[config.mk]
export PLATFORM = sky130hd
export DESIGN_NAME = cp0_exception_unit
export DESIGN_NICKNAME = d
export VERILOG_FILES = /design/src/rtl/cp0_exception_unit_pkg.sv /design/src/rtl/cp0_exception_unit_priority_enc.sv /design/src/rtl/cp0_exception_unit.sv
export SDC_FILE = /design/constraint.sdc
export NUM_CORES = 1
export LEC_CHECK = 0
export CAP_MARGIN = 20
export CORE_MARGIN = 3
export CORE_UTILIZATION = 27
export CTS_CLUSTER_DIAMETER = 150
export CTS_CLUSTER_SIZE = 20
export DETAILED_ROUTE_END_ITERATION = 16
export PLACE_DENSITY = 0.62
export SLEW_MARGIN = 40
export SYNTH_ARGS = -nofsm -noshare
export SYNTH_HDL_FRONTEND = slang
export SYNTH_SLANG_ARGS = --single-unit
[constraint.sdc]
create_clock -name clk -period 7.72 [get_ports clk]
set_input_delay 1.93 -clock clk [delete_from_list [all_inputs] [get_ports clk]]
set_output_delay 1.93 -clock clk [all_outputs]
set_load 0.05 [all_outputs]
[src/rtl/cp0_exception_unit_pkg.sv]
// Shared CP0 definitions: register numbers, exception codes, Status enable
// bit positions and the exception FSM state encoding.
package cp0_exception_unit_pkg;

  localparam logic [4:0] REG_STATUS = 5'd12;
  localparam logic [4:0] REG_CAUSE  = 5'd13;
  localparam logic [4:0] REG_EPC    = 5'd14;

  localparam logic [4:0] EXC_SYSCALL = 5'd8;
  localparam logic [4:0] EXC_BREAK   = 5'd9;
  localparam logic [4:0] EXC_OVF     = 5'd12;
  localparam logic [4:0] EXC_TEQ     = 5'd13;

  localparam int unsigned BIT_IE      = 0;
  localparam int unsigned BIT_SYS_EN  = 1;
  localparam int unsigned BIT_BRK_EN  = 2;
  localparam int unsigned BIT_OVF_EN  = 3;
  localparam int unsigned BIT_TEQ_EN  = 4;

  // Width of the enable field that shifts on exception entry and eret.
  localparam int unsigned EN_W = 5;

  typedef enum logic {
    ST_RUN     = 1'b0,
    ST_HANDLER = 1'b1
  } state_t;

  function automatic logic [31:0] cause_word(input logic [4:0] code);
    cause_word = {25'd0, code, 2'd0};
  endfunction

endpackage

[src/rtl/cp0_exception_unit_priority_enc.sv]
// Fixed-priority exception request encoder. Only the highest asserted request
// is considered; if its enable (or global IE) is clear the request is dropped.
module exc_priority_enc
  import cp0_exception_unit_pkg::*;
(
  input  logic       syscall,
  input  logic       brk,
  input  logic       ovf,
  input  logic       teq_hit,
  input  logic [4:0] en,
  output logic       req_valid,
  output logic [4:0] exc_code
);

  logic sel_en;

  always_comb begin
    sel_en   = 1'b0;
    exc_code = 5'd0;
    if (syscall) begin
      exc_code = EXC_SYSCALL;
      sel_en   = en[BIT_SYS_EN];
    end else if (brk) begin
      exc_code = EXC_BREAK;
      sel_en   = en[BIT_BRK_EN];
    end else if (ovf) begin
      exc_code = EXC_OVF;
      sel_en   = en[BIT_OVF_EN];
    end else if (teq_hit) begin
      exc_code = EXC_TEQ;
      sel_en   = en[BIT_TEQ_EN];
    end
  end

  assign req_valid = sel_en & en[BIT_IE];

endmodule

[src/rtl/cp0_exception_unit.sv]
// CP0 Status/Cause/EPC register file with the RUN/HANDLER exception sequencer
// and the fetch redirect mux.
module cp0_exception_unit
  import cp0_exception_unit_pkg::*;
#(
  parameter logic [31:0] EXC_VECTOR = 32'h0040_0004,
  parameter logic [31:0] STATUS_RST = 32'h0000_001F
) (
  input  logic        clk,
  input  logic        rst,
  input  logic [31:0] pc,
  input  logic        ovf,
  input  logic        syscall,
  input  logic        brk,
  input  logic        teq_hit,
  input  logic        eret,
  input  logic        mtc0,
  input  logic        mfc0,
  input  logic [4:0]  addr,
  input  logic [31:0] wdata,
  output logic [31:0] rdata,
  output logic        exc_taken,
  output logic        redirect,
  output logic [31:0] redirect_pc,
  output logic [31:0] status,
  output logic [31:0] cause,
  output logic [31:0] epc,
  output logic        in_handler
);

  state_t     state;
  logic       req_valid;
  logic [4:0] exc_code;
  logic       eret_ok;
  logic       wr_status;
  logic       wr_cause;
  logic       wr_epc;
  logic       mfc0_unused;

  assign mfc0_unused = mfc0;

  exc_priority_enc u_prio (
    .syscall   (syscall),
    .brk       (brk),
    .ovf       (ovf),
    .teq_hit   (teq_hit),
    .en        (status[EN_W-1:0]),
    .req_valid (req_valid),
    .exc_code  (exc_code)
  );

  // Reset in the same cycle overrides any request, so it is kept off the redirect too.
  assign exc_taken   = !rst && (state == ST_RUN) && req_valid;
  assign eret_ok     = !rst && (state == ST_HANDLER) && eret;
  assign redirect    = exc_taken | eret_ok;
  assign redirect_pc = exc_taken ? EXC_VECTOR : epc;

  assign wr_status = mtc0 && (addr == REG_STATUS);
  assign wr_cause  = mtc0 && (addr == REG_CAUSE);
  assign wr_epc    = mtc0 && (addr == REG_EPC);

  always_comb begin
    rdata = 32'd0;
    case (addr)
      REG_STATUS: rdata = status;
      REG_CAUSE:  rdata = cause;
      REG_EPC:    rdata = epc;
      default:    rdata = 32'd0;
    endcase
  end

  always_ff @(posedge clk) begin
    if (rst) begin
      state      <= ST_RUN;
      in_handler <= 1'b0;
    end else begin
      case (state)
        ST_RUN: begin
          if (exc_taken) begin
            state      <= ST_HANDLER;
            in_handler <= 1'b1;
          end
        end
        ST_HANDLER: begin
          if (eret_ok) begin
            state      <= ST_RUN;
            in_handler <= 1'b0;
          end
        end
        default: begin
          state      <= ST_RUN;
          in_handler <= 1'b0;
        end
      endcase
    end
  end

  // An accepted exception discards any mtc0 in the same cycle; eret only
  // takes priority over an mtc0 aimed at Status.
  always_ff @(posedge clk) begin
    if (rst) begin
      status <= STATUS_RST;
      cause  <= 32'd0;
      epc    <= 32'd0;
    end else if (exc_taken) begin
      epc    <= pc;
      cause  <= cause_word(exc_code);
      status <= status << EN_W;
    end else begin
      if (eret_ok)
        status <= status >> EN_W;
      else if (wr_status)
        status <= wdata;
      if (wr_cause)
        cause <= wdata;
      if (wr_epc)
        epc <= wdata;
    end
  end

endmodule

== Word-level counts from Yosys, hierarchy flattened ==
Index checks and enable logic that the tools add are counted.
Widths: inputs -> output; s select.
Operators by class
  reduce and logical (&&, ||, !) cells: 13
  bitwise logic cells: 3
  magnitude comparators: 0
  muxes and demuxes: 23
  add/sub/neg operators: 0
  multiply operators: 0
  equal/unequal tests: 5
  shifts and indexed selects: 0
  div/mod/pow operators: 0
Operators by type and width (number)
  $mux 32: 6
  $pmux 32 s3: 1
  $eq 5x4->1 const B: 3
  $mux 5: 3
  $mux 7: 2
  $mux 1: 8
  $logic_and 1x1->1: 7
  $mux 4: 1
  $pmux 1 s2: 2
  $reduce_bool 2->1: 2
  $reduce_bool 3->1: 1
  $ne 2x1->1 const B: 1
  $ne 2x2->1 const B: 1
  $reduce_and 2->1: 1
  $reduce_or 2->1: 1
  $and 1x1->1: 1
  $logic_not 1->1: 1
  $not 1->1: 1
  $or 1x1->1: 1
Word-level totals
  latch bits: 0
  memories: 0
  ROM bits: 0
  bits in registers: 98
  RAM bits: 0
  word-level logic and storage cells: 50

== Logic depth before layout (Yosys ltp) ==
Gate-level depths: netlist of run 1.
  depth after elaboration: 8
  mapped depth: 7

== Cells and area by module ==
From an unflattened synthesis of run 1, not the netlist that was laid out.
Second synthesis, totals
  cells, all modules: 739
  area, all modules: 5626.6 um^2
By module, submodules not included
  cp0_exception_unit: instances 1, cells an instance 724, area an instance 5536.6 um^2
  exc_priority_enc: instances 1, cells an instance 15, area an instance 90.1 um^2

== Worst setup path before layout of run 1 ==
OpenSTA, ideal clock, no wires.
  path type: input-to-output
  start point: input port brk
  end point: output port redirect_pc[10]
  data required time: 5.790 ns
  arrival time: 3.517 ns
  stages on the path: 6
  path slack: 2.273 ns
  buffers on the path: 2
  cell sequence: and4bb_4 -> or4_4 -> buf_6 -> nand2_8 -> clkbuf_1 -> and2_1
On the way
  longest elaborated chain between the ends: 5
RTL lines
  start, declared: line cp0_exception_unit.sv:14  | input logic brk,
  $mux 1: line cp0_exception_unit_priority_enc.sv:23  | end else if (brk) begin
  $mux 1: line cp0_exception_unit_priority_enc.sv:20  | if (syscall) begin
  $and 1x1->1: line cp0_exception_unit_priority_enc.sv:35  | assign req_valid = sel_en & en[BIT_IE];
  $logic_and 1x1->1: line cp0_exception_unit.sv:53  | assign exc_taken = !rst && (state == ST_RUN) && req_valid;
  $mux 32: line cp0_exception_unit.sv:56  | assign redirect_pc = exc_taken ? EXC_VECTOR : epc;
  end, declared: line cp0_exception_unit.sv:24  | output logic [31:0] redirect_pc,
No other way between the ends.

== Worst setup path after layout of run 1 ==
  start point: input port brk
  end point: output port redirect_pc[7]
Same word-level chain as after synthesis.

==> impl_metrics.sql, run 1 <==
INSERT INTO impl_metrics (metric_group, metric, value, unit) VALUES
('clock_tree', 'postCtsResizedCells', '0', ''),
('timing', 'fin_worst_skew', '0.008661', 'ns'),
('worst_setup_path', 'critical_path_cell_list', 'clkdlybuf4s50_1 > and4bb_4 > or4_4 > nand2_8 > and2_1 > clkdlybuf4s50_1', ''),
('floorplan', 'row_count', '51', ''),
('worst_hold_path', 'min_path_type', 'flop to flop', ''),
('logic_synthesis', 'syn_avg_cell_area', '8.320', 'um2'),
('power_and_ir_drop', 'static-leakage-power', '3.348', 'nW'),
('worst_hold_path', 'hold-path-endpoint', 'in_handler', ''),
('final_layout', 'final_nets', '922', ''),
('global_route', 'global_route_wire_length_before_repair', '35370', 'um'),
('power_and_ir_drop', 'internal-power', '1.100', 'mW'),
('clock_tree', 'cts_root_buffer', 'clkbuf_16', ''),
('timing', 'setup_total_negative_slack', '0', 'ns'),
('detailed_routing', 'drc', '0', ''),
('worst_setup_path', 'timing.critical_path.mode_cell', 'clkdlybuf4s50_1', ''),
('logic_synthesis', 'synthesized_area_fraction_occupied_by_xor_and_xnor_cells', '0', ''),
('worst_hold_path', 'worst_hold_startpoint', 'in_handler', ''),
('detailed_routing', 'routed-via-count', '5905', ''),
('power_and_ir_drop', 'netSwitchingFraction', '0.4288', ''),
('worst_setup_path', 'path_class', 'input pin to primary output', ''),
('worst_setup_path', 'critical-path-slowest-cell', 'clkdlybuf4s50_1', ''),
('clock_tree', 'cts_buffers', '9', ''),
('clock_tree', 'tritoncts', 'yes', ''),
('worst_setup_path', 'cp_top_family', 'simple AND/OR/NAND/NOR gates', ''),
('logic_synthesis', 'combinational_family_with_the_most_area_after_synthesis', 'compound AO/OA/AOI/OAI gates', ''),
('clock_tree', 'cts.repair_timing.setup_buffer_count', '0', ''),
('logic_synthesis', 'syn_inst', '648', ''),
('detailed_routing', 'post_drt_via_cell_ratio', '5.301', ''),
('logic_synthesis', 'predominant_post_synthesis_flop_cell', 'dfxtp_1', ''),
('timing', 'slew_headroom', '0.4593', ''),
('final_layout', 'mostFrequentLayoutCells', 'clkdlybuf4s50_1 (206), dfxtp_1 (98), a21oi_1 (70)', ''),
('floorplan', 'dieArea', '21700', 'um2'),
('clock_tree', 'cts_sinks', '98', ''),
('floorplan', 'boundaryPins', '241', ''),
('power_and_ir_drop', 'power.ir.vdd_worst', '104.5', 'uV'),
('logic_synthesis', 'synth_area', '5391', 'um2'),
('final_layout', 'fin_area', '8248', 'um2'),
('detailed_routing', 'drt_pre_antenna_iters', '8', ''),
('worst_setup_path', 'crit_path_max_fanout', '70', ''),
('timing', 'tightestPinTransition', '0.8050', 'ns'),
('timing', 'finalSetupViolCount', '0', ''),
('global_route', 'grt_max_degree', '71', ''),
('job', 'max_cap_violations', '0', ''),
('logic_synthesis', 'synthArstFlopShare', '0', ''),
('logic_synthesis', 'synthAdderAreaFrac', '0', ''),
('logic_synthesis', 'warning_count_from_the_yosys_run', '0', ''),
('final_layout', 'syn_to_final_growth', '52.98', '%'),
('logic_synthesis', 'synth_edf_count', '0', ''),
('timing', 'final_max_slew_viol_count', '0', ''),
('global_route', 'number_of_global_route_vias_before_repair', '5782', ''),
('timing', 'grt_setup_unrepaired', 'false', ''),
('logic_synthesis', 'post_synth_and_or_nand_nor_area_fraction', '0.1578', ''),
('placement', 'placedInstanceArea', '7933', 'um2'),
('floorplan', 'initial_utilization', '0.2761', ''),
('worst_setup_path', 'worstRegToRegCells', '5', ''),
('clock_tree', 'cts_max_level', '3', ''),
('floorplan', 'die_boundary_width', '147.3', 'um'),
('worst_setup_path', 'timing.critical_path.from_type', 'input pin', ''),
('global_route', 'groute.usage.overall', '0.2041', ''),
('worst_setup_path', 'crit_path_capture_type', 'primary output', ''),
('detailed_routing', 'antenna_violating_nets_post_route', '0', ''),
('floorplan', 'fp.coreArea', '19530', 'um2'),
('logic_synthesis', 'ys_top_cells_by_area', 'dfxtp_1 (36%), a21oi_1 (6.5%), mux2i_1 (6.1%)', ''),
('worst_setup_path', 'worstPathArrival', '4.93', 'ns'),
('power_and_ir_drop', 'p_switching', '0.8262', 'mW'),
('logic_synthesis', 'ys_types', '42', ''),
('worst_setup_path', 'number_of_buffer_and_inverter_instances_along_the_worst_setup_path', '2', ''),
('outcome', 'result_of_the_run', 'finished, final reports clean', ''),
('worst_hold_path', 'hold-path-cell-count', '2', ''),
('floorplan', 'die_y', '147.3', 'um'),
('worst_setup_path', 'slowest_delay', '0.81', 'ns');
[layer usage]
metal | up-vias | track usage | share of wire
met5 | - | 0 | 0
met4 | 0 | 0.05219 | 0.012
met3 | 17 | 0.04010 | 0.062
met2 | 215 | 0.3177 | 0.46
met1 | 2867 | 0.2905 | 0.46
li1 | 2806 | - | -
[per-stage QoR]
stage / hold slack (ns) / util / power (mW) / std cells / setup WS (ns)
2_1_floorplan: 0.4560 / - / 1.167 / 648 / 2.273
3_3_place_gp: 0.4464 / 0.4061 / 1.471 / 1097 / 0.8914
3_5_place_dp: 0.4527 / 0.4063 / 1.478 / 1097 / 0.8605
4_1_cts: 0.4718 / 0.4215 / 1.940 / 1113 / 0.8610
5_1_grt: 0.4988 / 0.4224 / 2.012 / 1114 / 0.7203
6_report: 0.4716 / 0.4224 / 1.927 / 1114 / 0.8599
[kinds of logic after synthesis]
kind of cell / count (synthesis)
AO/OA/AOI/OAI: 251
AND/OR/NAND/NOR: 161
buffers and inverters: 105
flip-flops: 98
multiplexers: 33
[final cells by class]
class                           instances  area, um2
Fill cell                            2011      11280
Multi-Input combinational cell        445       3035
Timing Repair Buffer                  255       2487
Sequential cell                        98       1962
Tap cell                              265      331.6
Clock buffer                           12      246.5
Inverter                               35      133.9
Clock inverter                          4      51.30
[synthesized netlist by cell type (all sizes together), types with 3 or more instances]
cell / instances
dfxtp: 98
a21oi: 71
nand2: 67
o31ai: 58
clkbuf: 50
inv: 34
and2: 33
mux2i: 33
a222oi: 32
nand3: 28
o21ai: 28
a31oi: 23
a21boi: 21
buf: 20
a22o: 7
nor2: 7
nand4: 5
o211ai: 5
a211oi: 4
and3: 4
and3b: 4
nand2b: 3
[power groups by stage]
stage                     Combinational (mW)  Sequential, mW  Clock [mW]
final                                  0.814           0.653       0.460
after global routing                   0.856           0.662       0.494
after CTS                              0.817           0.652       0.472
after detailed placement               0.815           0.663           0
after global placement                 0.809           0.662           0
after floorplan                        0.333           0.835           0
[registers in the layout (all words and copies together), names as in the netlist]
signal	cells
cause	32
epc	32
in_handler	1
state	1
status	32
[tightest hold or removal path: cells and delay by family (launching register included)]
| kind | cells | cell delay, ns |
|---|---|---|
| simple gates | 1 | 0.05 |
| compound gates | 1 | 0.05 |
| flops | 1 | 0.32 |
[worst max-delay path by stage]
stage               startpoint              end  slack [ns]  cells past startpoint
detailed placement         brk   redirect_pc[7]        0.86                      6
CTS                        brk   redirect_pc[7]        0.86                      6
finish                     brk   redirect_pc[7]        0.86                      6
global placement           brk   redirect_pc[3]        0.89                      6
global route               brk  redirect_pc[16]        0.72                      6
floorplan                  brk  redirect_pc[10]        2.27                      6
(Power assumes the default switching activity.)
==> run 2: changes to the inputs <==
SLEW_MARGIN = default   (was 40)
==> run 2 against run 1 <==
Compared with the run above: non-clock buffer count decreased by 1; highest routed layer unchanged; sequential power about the same; first-iteration DRC count increased by 16%; wire length increased by 0.68%; flip-flop and latch count unchanged; register-to-register slack about the same; clock-buffer cell count unchanged; critical path depth unchanged; critical endpoint unchanged; via count decreased by 0.24%; largest power group unchanged; total power increased by 2.3%.
==> impl_metrics.sql, run 2 (synthesis results as in run 1) <==
INSERT INTO impl_metrics (metric_group, metric, value, unit) VALUES
('power_and_ir_drop', 'p_switching', '0.8310', 'mW'),
('final_layout', 'final_nets', '921', ''),
('final_layout', 'drive_gt1_frac', '0.1108', ''),
('final_layout', 'largest_registers', 'cause (32), epc (32), status (32)', ''),
('floorplan', 'fp.coreArea', '19530', 'um2'),
('worst_setup_path', 'crit_path_max_fanout', '70', ''),
('placement', 'placedInstanceArea', '7930', 'um2'),
('clock_tree', 'cts_buffers', '9', ''),
('placement', 'portBuffers', '239', ''),
('worst_setup_path', 'timing.critical_path.from_type', 'input pin', ''),
('timing', 'slew_headroom', '0.2735', ''),
('power_and_ir_drop', 'power_per_cell_area', '238.6', 'nW/um2'),
('clock_tree', 'cts_root_buffer', 'clkbuf_16', ''),
('placement', 'hpwlAfterDp', '15700', 'um'),
('final_layout', 'mostFrequentLayoutCells', 'clkdlybuf4s50_1 (206), dfxtp_1 (98), a21oi_1 (70)', ''),
('power_and_ir_drop', 'netSwitchingFraction', '0.4216', ''),
('timing', 'final_period_minus_worst_setup_slack', '6.832', 'ns'),
('worst_hold_path', 'worst_hold_startpoint', 'in_handler', ''),
('global_route', 'global_route.overflow_total', '0', ''),
('worst_hold_path', 'min_path_type', 'flop to flop', ''),
('worst_setup_path', 'worstRegToRegCells', '5', ''),
('clock_tree', 'cts_max_level', '3', ''),
('global_route', 'global_route_wire_length_before_repair', '35400', 'um'),
('timing', 'hold_viol', '0', ''),
('power_and_ir_drop', 'clock_power_share', '0.257', ''),
('power_and_ir_drop', 'static-leakage-power', '3.361', 'nW'),
('clock_tree', 'cts_hold_buf', '0', ''),
('power_and_ir_drop', 'sequentialPowerShare', '0.331', ''),
('final_layout', 'instances_no_fill', '1113', ''),
('timing', 'final_max_slew_viol_count', '0', ''),
('detailed_routing', 'antenna_violating_nets_post_route', '0', ''),
('floorplan', 'row_count', '51', ''),
('worst_setup_path', 'crit_path_capture_type', 'primary output', ''),
('power_and_ir_drop', 'power.ir.vdd_worst', '107.1', 'uV'),
('timing', 'grt_setup_unrepaired', 'false', ''),
('clock_tree', 'cts_sinks', '98', ''),
('clock_tree', 'cts_buffer_depth', '2', ''),
('final_layout', 'multi_input_comb_area', '3030', 'um2'),
('outcome', 'result_of_the_run', 'finished, final reports clean', ''),
('timing', 'finalSetupViolCount', '0', ''),
('detailed_routing', 'dr.first_iter.drc_count', '621', ''),
('global_route', 'grt_antenna_before_repair', '0', ''),
('final_layout', 'syn_to_final_growth', '53.21', '%'),
('worst_setup_path', 'worstPathArrival', '4.90', 'ns'),
('power_and_ir_drop', 'combPwrFrac', '0.412', ''),
('detailed_routing', 'post_route_wl', '22930', 'um'),
('placement', 'place.detailed.instances', '1097', ''),
('power_and_ir_drop', 'p_total', '1.971', 'mW'),
('placement', 'detailedPlace.worstSlack', '0.8619', 'ns'),
('detailed_routing', 'drc', '0', ''),
('detailed_routing', 'routedWlPerCell', '20.60', 'um'),
('timing', 'setup_total_negative_slack', '0', 'ns'),
('clock_tree', 'clock_latency', '0.36', 'ns'),
('job', 'max_cap_violations', '0', ''),
('timing', 'final.period_utilization', '0.8850', ''),
('timing', 'postLayoutSetupSlackWorst', '0.8880', 'ns'),
('final_layout', 'final_core_utilization', '0.4230', ''),
('global_route', 'number_of_global_route_vias_before_repair', '5802', ''),
('timing', 'fmaxAchievable', '146.4', 'MHz'),
('worst_setup_path', 'path_class', 'input pin to primary output', ''),
('worst_hold_path', 'hold-path-cell-count', '2', ''),
('floorplan', 'boundaryPins', '241', ''),
('timing', 'tightestPinTransition', '1.090', 'ns'),
('worst_setup_path', 'worst-endpoint-required', '5.79', 'ns'),
('clock_tree', 'clkTransAtPathRegs', '0.07', 'ns'),
('global_route', 'grt_max_degree', '71', ''),
('floorplan', 'die_y', '147.3', 'um'),
('detailed_routing', 'post_drt_via_cell_ratio', '5.293', ''),
('floorplan', 'initial_utilization', '0.2761', ''),
('power_and_ir_drop', 'internal-power', '1.140', 'mW'),
('clock_tree', 'postCtsResizedCells', '0', ''),
('final_layout', 'fillers', '1986', ''),
('global_route', 'groute.usage.overall', '0.2058', ''),
('detailed_routing', 'drt_pre_antenna_iters', '8', ''),
('clock_tree', 'cts.repair_timing.setup_buffer_count', '0', ''),
('detailed_routing', 'routed-via-count', '5891', ''),
('worst_setup_path', 'launching_point_of_the_worst_reg2reg_path', 'status[4]', ''),
('final_layout', 'antenna_cells_inserted', '0', ''),
('timing', 'fin_worst_skew', '0.01082', 'ns'),
('timing', 'whs', '0.4718', 'ns'),
('floorplan', 'die_boundary_width', '147.3', 'um'),
('final_layout', 'fin_area', '8260', 'um2'),
('final_layout', 'final_common_cell', 'clkdlybuf4s50_1', ''),
('placement', 'finalWeightedCongestion', '0.7714', ''),
('worst_setup_path', 'crit_start', 'brk', ''),
('floorplan', 'dieArea', '21700', 'um2'),
('clock_tree', 'tritoncts', 'yes', ''),
('final_layout', 'final-seq-area', '1962', 'um2');
[run 2: changes by cell type in the layout (fill, tap and decap cells not counted)]
| cell | change |
|---|---|
| clkinvlp_4 | -1 |
| nand2_2 | -1 |
| buf_8 | -1 |
| and3b_1 | +2 |
| clkbuf_8 | +1 |
| and3b_2 | -2 |
| clkbuf_1 | -1 |
| nand2_1 | +1 |
| bufinv_16 | +1 |
[run 2: final cells by class]
class	instances	area share
Multi-Input combinational cell	445	0.3669
Sequential cell	98	0.2375
Timing Repair Buffer	254	0.2993
Tap cell	265	0.04014
Inverter	35	0.01621
Clock inverter	4	0.008937
Clock buffer	12	0.03105
[run 2: path summary, 6_finish.rpt]
path	slack (ns)	end
min	0.47	in_handler
max	0.89	redirect_pc[7]
max reg2reg	5.20	status[17]
min reg2reg	0.47	in_handler
[run 2: routing by layer]
layer,part of all wire,vias up,global-route usage
met3,0.058,24,0.04349
li1,-,2812,-
met5,0,-,0
met1,0.47,2839,0.2894
met4,0.016,0,0.05452
met2,0.46,216,0.3212
[run 2: critical path, stage by stage]
cell	delay, ns
clkdlybuf4s50_1	0.48
and4bb_4	0.26
or4_4	0.74
nand2_8	0.45
and2_1	0.19
clkdlybuf4s50_1	0.81
[run 2: power by group through the flow]
stage	clock network, mW	registers [mW]	logic (mW)
4_1_cts	0.517	0.653	0.816
5_1_grt	0.535	0.663	0.854
2_1_floorplan	0	0.835	0.333
3_3_place_gp	0	0.662	0.809
6_report	0.506	0.653	0.812
3_5_place_dp	0	0.664	0.815
==> run 3: changes to the inputs <==
CORE_ASPECT_RATIO = 1.75   (was default)
==> run 3 against run 2 <==
Compared with the run above: global-route usage is 0.69 points lower; maximum frequency is 0.13% lower; total power down 0.63%; critical path depth stayed put; die area up 0.31%; final area increased by 3.7%; clock power fell by 4.0%; core utilization is 1.9 points higher; clock skew down 0.0023 ns; wire length increased by 0.40%; sequential share of layout area fell by 0.84 points; largest cell class unchanged.
==> impl_metrics.sql, run 3 (synthesis results as in run 1) <==
INSERT INTO impl_metrics (metric_group, metric, value, unit) VALUES
('floorplan', 'fp.coreArea', '19360', 'um2'),
('clock_tree', 'clock_latency', '0.35', 'ns'),
('clock_tree', 'cts_buffers', '9', ''),
('timing', 'slew_headroom', '0.2238', ''),
('clock_tree', 'cts_buffer_depth', '2', ''),
('worst_hold_path', 'min_path_type', 'flop to flop', ''),
('detailed_routing', 'antenna_violating_nets_post_route', '0', ''),
('detailed_routing', 'drt_pre_antenna_iters', '6', ''),
('floorplan', 'dieArea', '21770', 'um2'),
('floorplan', 'initial_utilization', '0.2784', ''),
('final_layout', 'mostFrequentLayoutCells', 'clkdlybuf4s50_1 (206), dfxtp_1 (98), a21oi_1 (70)', ''),
('placement', 'placedInstanceArea', '8230', 'um2'),
('worst_setup_path', 'worst-r2r-setup-slack', '5.15', 'ns'),
('detailed_routing', 'post_route_wl', '23020', 'um'),
('timing', 'final.period_utilization', '0.8861', ''),
('clock_tree', 'clkTransAtPathRegs', '0.06', 'ns'),
('outcome', 'result_of_the_run', 'finished, final reports clean', ''),
('clock_tree', 'postCtsResizedCells', '0', ''),
('clock_tree', 'tritoncts', 'yes', ''),
('global_route', 'global_route.overflow_total', '0', ''),
('worst_setup_path', 'crit_start', 'brk', ''),
('placement', 'hpwlAfterDp', '16120', 'um'),
('timing', 'finalSetupViolCount', '0', ''),
('clock_tree', 'cts_root_buffer', 'clkbuf_16', ''),
('clock_tree', 'cts_hold_buf', '0', ''),
('worst_setup_path', 'worstPathArrival', '4.91', 'ns'),
('power_and_ir_drop', 'power_per_cell_area', '228.7', 'nW/um2'),
('timing', 'tightestPinTransition', '1.159', 'ns'),
('final_layout', 'fillers', '1918', ''),
('timing', 'final_max_slew_viol_count', '0', ''),
('final_layout', 'final-seq-area', '1962', 'um2'),
('global_route', 'number_of_global_route_vias_before_repair', '5468', ''),
('global_route', 'global_route_wire_length_before_repair', '33680', 'um'),
('detailed_routing', 'dr.first_iter.drc_count', '422', ''),
('clock_tree', 'cts_max_level', '3', ''),
('clock_tree', 'cts_sinks', '98', ''),
('worst_setup_path', 'path_class', 'input pin to primary output', ''),
('floorplan', 'boundaryPins', '241', ''),
('worst_setup_path', 'rr_endpoint', 'status[14]', ''),
('final_layout', 'antenna_cells_inserted', '0', ''),
('timing', 'fin_worst_skew', '0.008551', 'ns'),
('timing', 'final_period_minus_worst_setup_slack', '6.841', 'ns'),
('final_layout', 'drive_gt1_frac', '0.1108', ''),
('job', 'max_cap_violations', '0', ''),
('global_route', 'grt_antenna_before_repair', '0', ''),
('timing', 'fmaxAchievable', '146.2', 'MHz'),
('detailed_routing', 'post_drt_via_cell_ratio', '5.435', ''),
('worst_setup_path', 'worst-endpoint-required', '5.79', 'ns'),
('final_layout', 'multi_input_comb_area', '3035', 'um2'),
('detailed_routing', 'routedWlPerCell', '21.14', 'um'),
('worst_setup_path', 'setup.worst_path.end', 'redirect_pc[14]', ''),
('global_route', 'grt_max_degree', '71', ''),
('final_layout', 'largest_registers', 'cause (32), epc (32), status (32)', ''),
('final_layout', 'syn_to_final_growth', '58.85', '%'),
('power_and_ir_drop', 'power.ir.vdd_worst', '132.1', 'uV'),
('worst_setup_path', 'crit_path_max_fanout', '70', ''),
('global_route', 'groute.usage.overall', '0.1988', ''),
('final_layout', 'final_nets', '921', ''),
('worst_hold_path', 'worst_hold_startpoint', 'in_handler', ''),
('worst_setup_path', 'timing.critical_path.from_type', 'input pin', ''),
('final_layout', 'final_common_cell', 'clkdlybuf4s50_1', ''),
('floorplan', 'row_count', '67', ''),
('worst_setup_path', 'crit_path_capture_type', 'primary output', ''),
('clock_tree', 'cts.repair_timing.setup_buffer_count', '0', ''),
('timing', 'setup_total_negative_slack', '0', 'ns'),
('placement', 'finalWeightedCongestion', '0.7678', ''),
('timing', 'hold_viol', '0', ''),
('final_layout', 'fin_area', '8564', 'um2'),
('placement', 'portBuffers', '239', ''),
('detailed_routing', 'routed-via-count', '5919', ''),
('timing', 'postLayoutSetupSlackWorst', '0.8793', 'ns'),
('floorplan', 'die_boundary_width', '112.8', 'um'),
('worst_setup_path', 'launching_point_of_the_worst_reg2reg_path', 'status[3]', ''),
('timing', 'grt_setup_unrepaired', 'false', ''),
('final_layout', 'final_core_utilization', '0.4423', ''),
('power_and_ir_drop', 'static-leakage-power', '3.427', 'nW'),
('placement', 'detailedPlace.worstSlack', '0.8873', 'ns'),
('worst_setup_path', 'worstRegToRegCells', '5', ''),
('floorplan', 'die_y', '192.9', 'um'),
('detailed_routing', 'drc', '0', '');
==> run 3: cell count changes in the layout (fill, tap and decap cells not counted) <==
| cell | change |
|---|---|
| buf_12 | +26 |
| buf_4 | -28 |
| buf_8 | +2 |
| clkbuf_8 | -2 |
| clkinvlp_4 | +1 |
| inv_6 | +1 |
| nor2_2 | -1 |
| nor2_4 | +1 |
==> run 3: worst max-delay path, stage by stage <==
cell and delay, ns:
clkdlybuf4s50_1 0.49, and4bb_4 0.26, or4_4 0.76, nand2_8 0.44, and2_1 0.19, clkdlybuf4s50_1 0.79
==> run 3: how the worst min path moves through the flow <==
stage	cells after the start	to
5_1_grt	2	in_handler
4_1_cts	2	in_handler
2_1_floorplan	2	state
3_3_place_gp	2	in_handler
6_report	2	in_handler
3_5_place_dp	2	in_handler
==> run 3: final cells by class <==
| type | count | share of cell area |
|---|---|---|
| inverter | 35 | 0.01563 |
| clock buffer | 10 | 0.02673 |
| timing repair buffer | 254 | 0.3284 |
| sequential | 98 | 0.2291 |
| tap | 241 | 0.03521 |
| clock inverter | 6 | 0.01052 |
| multi-input combinational | 445 | 0.3544 |
==> run 3: power by group <==
group / switching (mW) / internal (mW)
Sequential: 0.0856 / 0.567
Combinational: 0.541 / 0.278
Clock: 0.201 / 0.285
Total: 0.828 / 1.13
==> run 3: metrics by stage <==
stage               std cells  total power, mW  hold WS, ns
finish                   1089            1.959       0.4651
global route             1089            2.035       0.4891
CTS                      1088            1.974       0.4673
detailed placement       1072            1.485       0.4549
global placement         1071            1.479       0.4462
floorplan                 648            1.167       0.4560
==> run 3: layer usage <==
layer	up-vias	GRT usage	routed length, um
li1	2819	-	-
met1	2841	0.2317	8940
met2	239	0.3776	12620
met3	20	0.02561	1104
met4	0	0.05414	357
met5	-	0	0
